File: src/rtl/tod_counter.sv
`default_nettype none
// ============================================================================
//  Module      : tod_counter
//  Description : Time-of-day counter (hh:mm:ss) with one-second prescaler,
//                up/down counting, manual field adjust, parallel load with
//                saturation, 12-hour view, day-wrap pulse and alarm pulse.
//  Revision    : 1.0 - initial release
// ============================================================================
module tod_counter #(
    parameter int CLK_DIV = 100000000,
    parameter int SEC_MAX = 60,
    parameter int MIN_MAX = 60,
    parameter int HR_MAX  = 24,
    localparam int SW = $clog2(SEC_MAX),
    localparam int MW = $clog2(MIN_MAX),
    localparam int HW = $clog2(HR_MAX)
) (
    input  logic          clk,
    input  logic          rst,
    input  logic          en,
    input  logic          updown,
    input  logic          adj,
    input  logic [1:0]    adj_sel,
    input  logic          adj_step,
    input  logic          load,
    input  logic [SW-1:0] load_sec,
    input  logic [MW-1:0] load_min,
    input  logic [HW-1:0] load_hr,
    input  logic          alarm_en,
    input  logic [HW-1:0] alarm_hr,
    input  logic [MW-1:0] alarm_min,
    output logic [SW-1:0] seconds,
    output logic [MW-1:0] minutes,
    output logic [HW-1:0] hours,
    output logic [3:0]    hours12,
    output logic          pm,
    output logic          tick,
    output logic          day,
    output logic          alarm
);

    localparam int PW = (CLK_DIV > 1) ? $clog2(CLK_DIV) : 1;

    localparam logic [PW-1:0] c_PRESC_LAST = PW'(CLK_DIV - 1);
    localparam logic [SW-1:0] c_SEC_LAST   = SW'(SEC_MAX - 1);
    localparam logic [MW-1:0] c_MIN_LAST   = MW'(MIN_MAX - 1);
    localparam logic [HW-1:0] c_HR_LAST    = HW'(HR_MAX - 1);

    // One modular step of a field whose valid range is 0..last.
    function automatic logic [31:0] step_wrap(input logic [31:0] v,
                                              input logic [31:0] last,
                                              input logic        up);
        if (up) begin
            return (v == last) ? 32'd0 : v + 32'd1;
        end
        return (v == 32'd0) ? last : v - 32'd1;
    endfunction

    logic [PW-1:0] presc_q;
    logic [SW-1:0] seconds_q, seconds_d;
    logic [MW-1:0] minutes_q, minutes_d;
    logic [HW-1:0] hours_q,   hours_d;
    logic          tick_q, day_q, alarm_q;

    logic          run_active;
    logic          run_fire;
    logic          sec_wrap, min_wrap, hr_wrap;
    logic [SW-1:0] run_sec, adj_sec, ld_sec;
    logic [MW-1:0] run_min, adj_min, ld_min;
    logic [HW-1:0] run_hr,  adj_hr,  ld_hr;
    logic          day_d, alarm_d;

    // Run mode only when enabled and neither load nor adjust owns the cycle.
    assign run_active = en & ~adj & ~load;
    assign run_fire   = run_active & (presc_q == c_PRESC_LAST);

    // Candidate next times for each update source, then priority selection.
    always_comb begin
        // Run update: cascade carry/borrow from seconds into minutes and hours.
        sec_wrap = updown ? (seconds_q == c_SEC_LAST) : (seconds_q == '0);
        min_wrap = updown ? (minutes_q == c_MIN_LAST) : (minutes_q == '0);
        hr_wrap  = updown ? (hours_q   == c_HR_LAST)  : (hours_q   == '0);

        run_sec = SW'(step_wrap(32'(seconds_q), 32'(SEC_MAX - 1), updown));
        run_min = sec_wrap ? MW'(step_wrap(32'(minutes_q), 32'(MIN_MAX - 1), updown))
                           : minutes_q;
        run_hr  = (sec_wrap && min_wrap)
                ? HW'(step_wrap(32'(hours_q), 32'(HR_MAX - 1), updown))
                : hours_q;

        day_d   = sec_wrap & min_wrap & hr_wrap;
        alarm_d = alarm_en && (run_hr == alarm_hr) && (run_min == alarm_min)
                  && (run_sec == '0);

        // Adjust: only the selected field moves, wrapping on its own modulus.
        adj_sec = seconds_q;
        adj_min = minutes_q;
        adj_hr  = hours_q;
        if (adj_step) begin
            case (adj_sel)
                2'b00:   adj_sec = SW'(step_wrap(32'(seconds_q), 32'(SEC_MAX - 1), updown));
                2'b01:   adj_min = MW'(step_wrap(32'(minutes_q), 32'(MIN_MAX - 1), updown));
                2'b10:   adj_hr  = HW'(step_wrap(32'(hours_q),   32'(HR_MAX - 1),  updown));
                default: ;
            endcase
        end

        // Load: out-of-range values clamp to the field maximum.
        ld_sec = (32'(load_sec) >= 32'(SEC_MAX)) ? c_SEC_LAST : load_sec;
        ld_min = (32'(load_min) >= 32'(MIN_MAX)) ? c_MIN_LAST : load_min;
        ld_hr  = (32'(load_hr)  >= 32'(HR_MAX))  ? c_HR_LAST  : load_hr;

        // Priority: load, then adjust, then a firing run update.
        seconds_d = seconds_q;
        minutes_d = minutes_q;
        hours_d   = hours_q;
        if (load) begin
            seconds_d = ld_sec;
            minutes_d = ld_min;
            hours_d   = ld_hr;
        end else if (adj) begin
            seconds_d = adj_sec;
            minutes_d = adj_min;
            hours_d   = adj_hr;
        end else if (run_fire) begin
            seconds_d = run_sec;
            minutes_d = run_min;
            hours_d   = run_hr;
        end
    end

    // Prescaler: counts only in run mode, restarts from 0 otherwise.
    always_ff @(posedge clk or negedge rst) begin
        if (!rst) begin
            presc_q <= '0;
        end else if (!run_active || run_fire) begin
            presc_q <= '0;
        end else begin
            presc_q <= presc_q + PW'(1);
        end
    end

    // Time registers.
    always_ff @(posedge clk or negedge rst) begin
        if (!rst) begin
            seconds_q <= '0;
            minutes_q <= '0;
            hours_q   <= '0;
        end else begin
            seconds_q <= seconds_d;
            minutes_q <= minutes_d;
            hours_q   <= hours_d;
        end
    end

    // Event pulses, aligned with the time value produced by the run update.
    always_ff @(posedge clk or negedge rst) begin
        if (!rst) begin
            tick_q  <= 1'b0;
            day_q   <= 1'b0;
            alarm_q <= 1'b0;
        end else begin
            tick_q  <= run_fire;
            day_q   <= run_fire & day_d;
            alarm_q <= run_fire & alarm_d;
        end
    end

    assign seconds = seconds_q;
    assign minutes = minutes_q;
    assign hours   = hours_q;
    assign tick    = tick_q;
    assign day     = day_q;
    assign alarm   = alarm_q;

    // 12-hour view exists only for a 24-hour clock.
    if (HR_MAX == 24) begin : g_12h
        // Map 0..23 onto 12,1..11 with an afternoon flag.
        always_comb begin
            hours12 = 4'd12;
            pm      = 1'b0;
            if (hours_q == '0) begin
                hours12 = 4'd12;
            end else if (hours_q < HW'(12)) begin
                hours12 = 4'(hours_q);
            end else if (hours_q == HW'(12)) begin
                hours12 = 4'd12;
                pm      = 1'b1;
            end else begin
                hours12 = 4'(hours_q - HW'(12));
                pm      = 1'b1;
            end
        end
    end else begin : g_no_12h
        assign hours12 = 4'd0;
        assign pm      = 1'b0;
    end

endmodule
`default_nettype wire
File: config.mk
export PLATFORM = sky130hd
export DESIGN_NAME = tod_counter
export DESIGN_NICKNAME = d
export VERILOG_FILES = /design/src/rtl/tod_counter.sv
export SDC_FILE = /design/constraint.sdc
export NUM_CORES = 1
export LEC_CHECK = 0
export BUFFER_PORTS_ARGS = -buffer_cell sky130_fd_sc_hd__buf_2
export CORE_AREA = 2 2 92 94
export DETAILED_ROUTE_END_ITERATION = 10
export DIE_AREA = 0 0 94 96
export GPL_ROUTABILITY_DRIVEN = 0
export PLACE_DENSITY = 0.69
export SYNTH_ARGS = -nofsm -noshare
export SYNTH_HDL_FRONTEND = slang
export SYNTH_SLANG_ARGS = --single-unit
File: constraint.sdc
create_clock -name clk -period 3 [get_ports clk]
set_clock_uncertainty 0.2 [all_clocks]
set_input_delay 0.3 -clock clk [delete_from_list [all_inputs] [get_ports clk]]
set_output_delay 0.3 -clock clk [all_outputs]
set_load 0.01 [all_outputs]
### Word level (Yosys, flattened, before mapping)

Cells that the tools add are included.

| operators by class | value |
|---|---|
| order comparisons | 4 |
| $add $sub $neg | 8 |
| equal/unequal tests | 13 |
| multiplexer cells | 51 |
| bitwise operators | 9 |
| reductions and logical operators | 15 |

Operator list:

| operator | number |
|---|---|
| $mux W6 | 23 |
| $mux W5 | 12 |
| $add A27 B1 Y27 const B | 1 |
| $eq A27 B27 Y1 const B | 1 |
| $mux W27 | 1 |
| $logic_not A6 Y1 | 3 |
| $add A6 B1 Y6 const B | 2 |
| $eq A6 B6 Y1 const B | 2 |
| $ge A6 B6 Y1 const B | 2 |
| $mux W1 | 12 |
| $mux W4 | 3 |
| $ne A3 B1 Y1 const B | 4 |
| $sub A6 B1 Y6 const B | 2 |
| $reduce_and A3 Y1 | 3 |
| $and A1 B1 Y1 | 7 |
| $eq A6 B6 Y1 | 1 |
| $add A5 B1 Y5 const B | 1 |
| $eq A5 B4 Y1 const B | 1 |
| $eq A5 B5 Y1 | 1 |
| $eq A5 B5 Y1 const B | 1 |
| $ge A5 B5 Y1 const B | 1 |
| $logic_not A5 Y1 | 1 |
| $lt A5 B4 Y1 const B | 1 |
| $sub A5 B1 Y5 const B | 1 |
| 9 further kinds | 13 |

| word-level totals | value |
|---|---|
| output and inout bits | 25 |
| bits of input ports | 38 |
| logic and storage cells | 107 |
| register bits after elaboration | 47 |

### Longest topological paths before layout

| logic depth | value |
|---|---|
| depth in word-level cells | 10 |
| mapped depth | 11 |
| gate-level depth less buffers | 10 |

### Worst setup path after synthesis

OpenSTA, ideal clock, no wires.

| timing | value |
|---|---|
| kind | reg2reg |
| start point | register seconds_q[4], in the netlist seconds[4] |
| end point | register alarm_q, in the netlist alarm |
| setup time | 94 ps |
| clock period less this slack | 3,028 ps |
| path slack | -28 ps |
| data required time | 2,706 ps |
| cell stages (with the launch flop) | 12 |
| buffers on the path | 3 |
| data arrival time | 2,735 ps |
| cell sequence | dfrtp_1 buf_6 or3_4 or4b_4 buf_6 o22ai_4 clkbuf_4 mux2i_1 xnor2_1 nor3_1 nand4_1 a221oi_2 |

| on the way | value |
|---|---|
| cells in the longest elaborated chain, start to end | 9 |
| elaborated cells on any way between the ends | 19 |
| those cells by class | add/sub: 2; eq/ne: 3; mux: 7; bitwise: 1; reduce/logical: 6 |

Ends and longest elaborated chain:

| element | line | RTL |
|---|---|---|
| start, declared | 60 | `logic [SW-1:0] seconds_q, seconds_d;` |
| start signal, assigned | 150 | `seconds_q <= seconds_d;` |
| branches (longest 7 deep; another with $add A6 B1 Y6) | n/a |  |
| $logic_and A1 B1 Y1 (*) | 93 | `&& (run_sec == '0);` |
| $and A1 B1 Y1 (*) | 165 | `alarm_q <= run_fire & alarm_d;` |
| end signal, assigned | 165 |  |
| end, declared | 63 | `logic tick_q, day_q, alarm_q;` |

Mark *: on every way between the ends. The select of a mux whose other input is x is not followed.
A chain may end at the register's enable or synchronous reset.

### Worst setup path in the final report

Same ends and word-level chain as after synthesis.

==> results.md <==
- Synthesized area: about 3600 sq um
- Clk pwr share: 22.4%
- Pins Over Slew Limit: 0
- Slew at the pin closest to its max-slew limit: 635 ps
- Max-cap violations: 0
- Critical path class: reg2reg
- TritonCTS clock tree: done
- PortBufs: 62
- Initial antenna violation count: 0
- GR Overflow Total: 0
- Initial Utilization: 44.6%
- Hold Crit Class: in2reg
- # DRC: 0
- Worst EP arrival: about 2900 ps
- Area Growth Syn to Fin: 17.0%
- Setup TNS: 0 ps
- Via count: 3573
- Async S/R FF share, synth: 100%
- Worst path required time: 3030 ps
- RSZ-0062 raised after global routing: false
- Dominant synthesized flop cell: dfrtp_1
- PnR Total Power: ~1.8 mW
- # fillers: 765
- Area of the multi-input gates: 2280 sq um
- P per Cell Area: 440 nW/um^2
- Yosys reg bits: 47
- N_diodes: 0
- VDD IR-drop max: a little under 0.2 mV
- CTS Sinks: 47
- Avg Inst Size Synth: between 8 and 9 sq um
- Synthesis warning total: 0
- Vias in the first global route: ~3200
- NetSw: just over 0.7 mW
- Rel. slew slack: 57.3%
- Clk Latency, worst-skew pair: slightly above 300 ps
- Cell count after synthesis: roughly 430
- Post-synth EDFFs: 0
- CP endpoint kind: flip-flop
- FF+latch area: 1180 sq um
- CP startpoint kind: flip-flop
- Global Route Usage Sum: a little over a fifth
- Die Ht: between 90 and 100 microns
- Clock slew at reported path FFs: 100 ps
- # H-tree levels: 2
- Switch share: 38.4%
- Core box area: 8050 sq um
- DPL Wire Length: 7200 microns
- WL final: 9670 microns
- DRT antenna net count: 0
- Combinational power share: around 38%
- Min Tclk post-route: 2840 ps
- Final hold vios: 0
- DR WL/cell: 16.0 microns
- IO Count: 63
- Number of nets in the layout: approximately 550
- CP max FO: 8
- Run status: completed
- Via density: 5.90
- Max Freq: 352 MHz
- Crit share post-route: 94.7%
- Register share of total power: 39.6%
- DR pass1 iterations: 5
- Site row count: 33
- Layout cell share with drive strength beyond 1: between 20 and 25%
- Die width: 94 microns
- Synth unique cells: between 60 and 70
- Clock root buffer master: clkbuf_8
- # setup viols final: 0
- Sequential element share of the synthesized area: about a third
- Die Area: 9020 sq um
- Pin count of the biggest net entering global routing: 28
- DR iter-0 viols: 211
- TritonCTS buffer count: 5
- Clock Path Buffers: 2
- Pint: 1.14 mW
- First-pass GRT wire length: 15400 microns
- Static Leak: 1.76 nW
- Syn Nets: 483
stage by stage:
step           cell area, sq um  instances  hold WS [ps]  worst slack, ps  utilization, %
4_1_cts                    4170        604          31.7             71.1            51.8
3_5_place_dp               4060        594          63.7             97.7            50.4
2_1_floorplan              3600        432          -196             5.02               -
6_report                   4200        606          30.7              159            52.2
5_1_grt                    4200        606          30.7             10.2            52.2
3_3_place_gp               4060        594          53.0              200            50.4
cell usage after synthesis, drive strengths merged, types with 2 or more instances:
master  number  area, sq um
buf          6         40.0
a21oi       24          120
a221oi       3         38.8
a22oi        3         22.5
o21ai       15         75.1
nor2        59          221
a21o         2         15.0
xor2        23          201
o211ai       5         37.5
and4         3         26.3
xnor2       23          201
a22o         5         43.8
and3         4         25.0
nand3       24          120
a32oi        3         26.3
nand2b       4         25.0
o221ai       4         35.0
nand4        9         56.3
nor2b        5         31.3
a211o        2         17.5
inv         11         41.3
o22ai        9         70.1
a211oi       3         22.5
clkbuf      17         67.6
a221o        2         20.0
a31oi        7         43.8
or4          2         15.0
dfrtp       47         1180
nor3         7         35.0
a311oi       4         35.0
mux2i        8         80.1
a21boi       2         15.0
or2          3         18.8
ha          13          163
nor3b        3         22.5
and2         3         18.8
or3          9         62.6
nor4b        2         17.5
o31ai        6         45.0
nand2       36          138
cell families (layout without fill, tap and decap cells):
group	after synthesis	after routing	synth area share, %
DFF	47	47	32.8
adders and majority gates	13	13	4.53
xor gates and xnor gates	46	46	11.2
buffers and inverters	35	103	4.25
AOI/OAI and AO/OA	105	106	20.5
muxes	8	8	2.23
and+or+nand+nor	178	178	24.5
cell type report:
type / count / area share, %
multi-input combinational: 351 / 54.4
sequential: 47 / 28.0
timing repair buffer: 83 / 11.3
tap: 105 / 3.13
clock buffer: 5 / 1.64
inverter: 12 / 1.07
clock inverter: 3 / 0.536
power by group through the flow:
stage	Combinational [mW]	Sequential [mW]	Clock (mW)
after floorplan	0.459	0.738	0
after global placement	0.683	0.741	0
after detailed placement	0.687	0.743	0
after CTS	0.693	0.730	0.417
after global routing	0.768	0.740	0.444
final	0.701	0.732	0.414
metal layers:
metal / global-route usage [%] / up-vias / wire length [microns]
met5: 0 / - / 0
met4: 6.40 / 0 / 189
met3: 3.21 / 17 / 671
met2: 37.1 / 147 / 4660
met1: 28.1 / 1708 / 4140
li1: - / 1701 / -
repair_timing:
action | 4_1_cts | 5_1_grt
endpoints found under the hold margin | 15 | 0
hold buffers | 2 | 0
resized for setup | 0 | 2
setup endpoints to repair | 0 | 1
setup buffers | 0 | 1
cell usage in the layout (no fill, tap or decap), drive strengths merged, types with 3 or more instances in the layout:
cell | Yosys | layout
buf | 6 | 81
nor2 | 59 | 59
dfrtp | 47 | 47
nand2 | 36 | 36
a21oi | 24 | 24
nand3 | 24 | 24
xor2 | 23 | 23
xnor2 | 23 | 23
o21ai | 15 | 15
ha | 13 | 13
inv | 11 | 12
o22ai | 9 | 10
nand4 | 9 | 9
or3 | 9 | 9
mux2i | 8 | 8
a31oi | 7 | 7
nor3 | 7 | 7
o31ai | 6 | 6
nor2b | 5 | 5
a22o | 5 | 5
o211ai | 5 | 5
clkbuf | 17 | 5
nand2b | 4 | 4
and3 | 4 | 4
a311oi | 4 | 4
o221ai | 4 | 4
and4 | 3 | 3
and2 | 3 | 3
nor3b | 3 | 3
a22oi | 3 | 3
a211oi | 3 | 3
or2 | 3 | 3
a32oi | 3 | 3
a221oi | 3 | 3
clkinv | 1 | 3
registers in the layout (all words and copies together) (netlist names):
register,flops
alarm,1
day,1
hours,5
minutes,6
presc_q,27
seconds,6
tick,1
path summary, 6_finish.rpt:
kind | from | to | slack [ps] | cells past startpoint
max | seconds[4] | alarm | 160 | 8
min | load_min[1] | minutes[1] | 30 | 3
max reg2reg | seconds[4] | alarm | 160 | 8
min reg2reg | presc_q[0] | presc_q[0] | 300 | 1
max in group asynchronous | rst | presc_q[7] | 1750 | 3
min in group asynchronous | rst | hours[3] | 240 | 2
critical path, stage by stage, from the launching register on:
cell      delay [ps]
dfrtp_1          390
or3_4            410
or4b_4           610
nand2_2          190
o221ai_1         120
or3_1            390
nor3_2           130
nand4_1          130
a221oi_2         180
(Power assumes the default switching activity.)
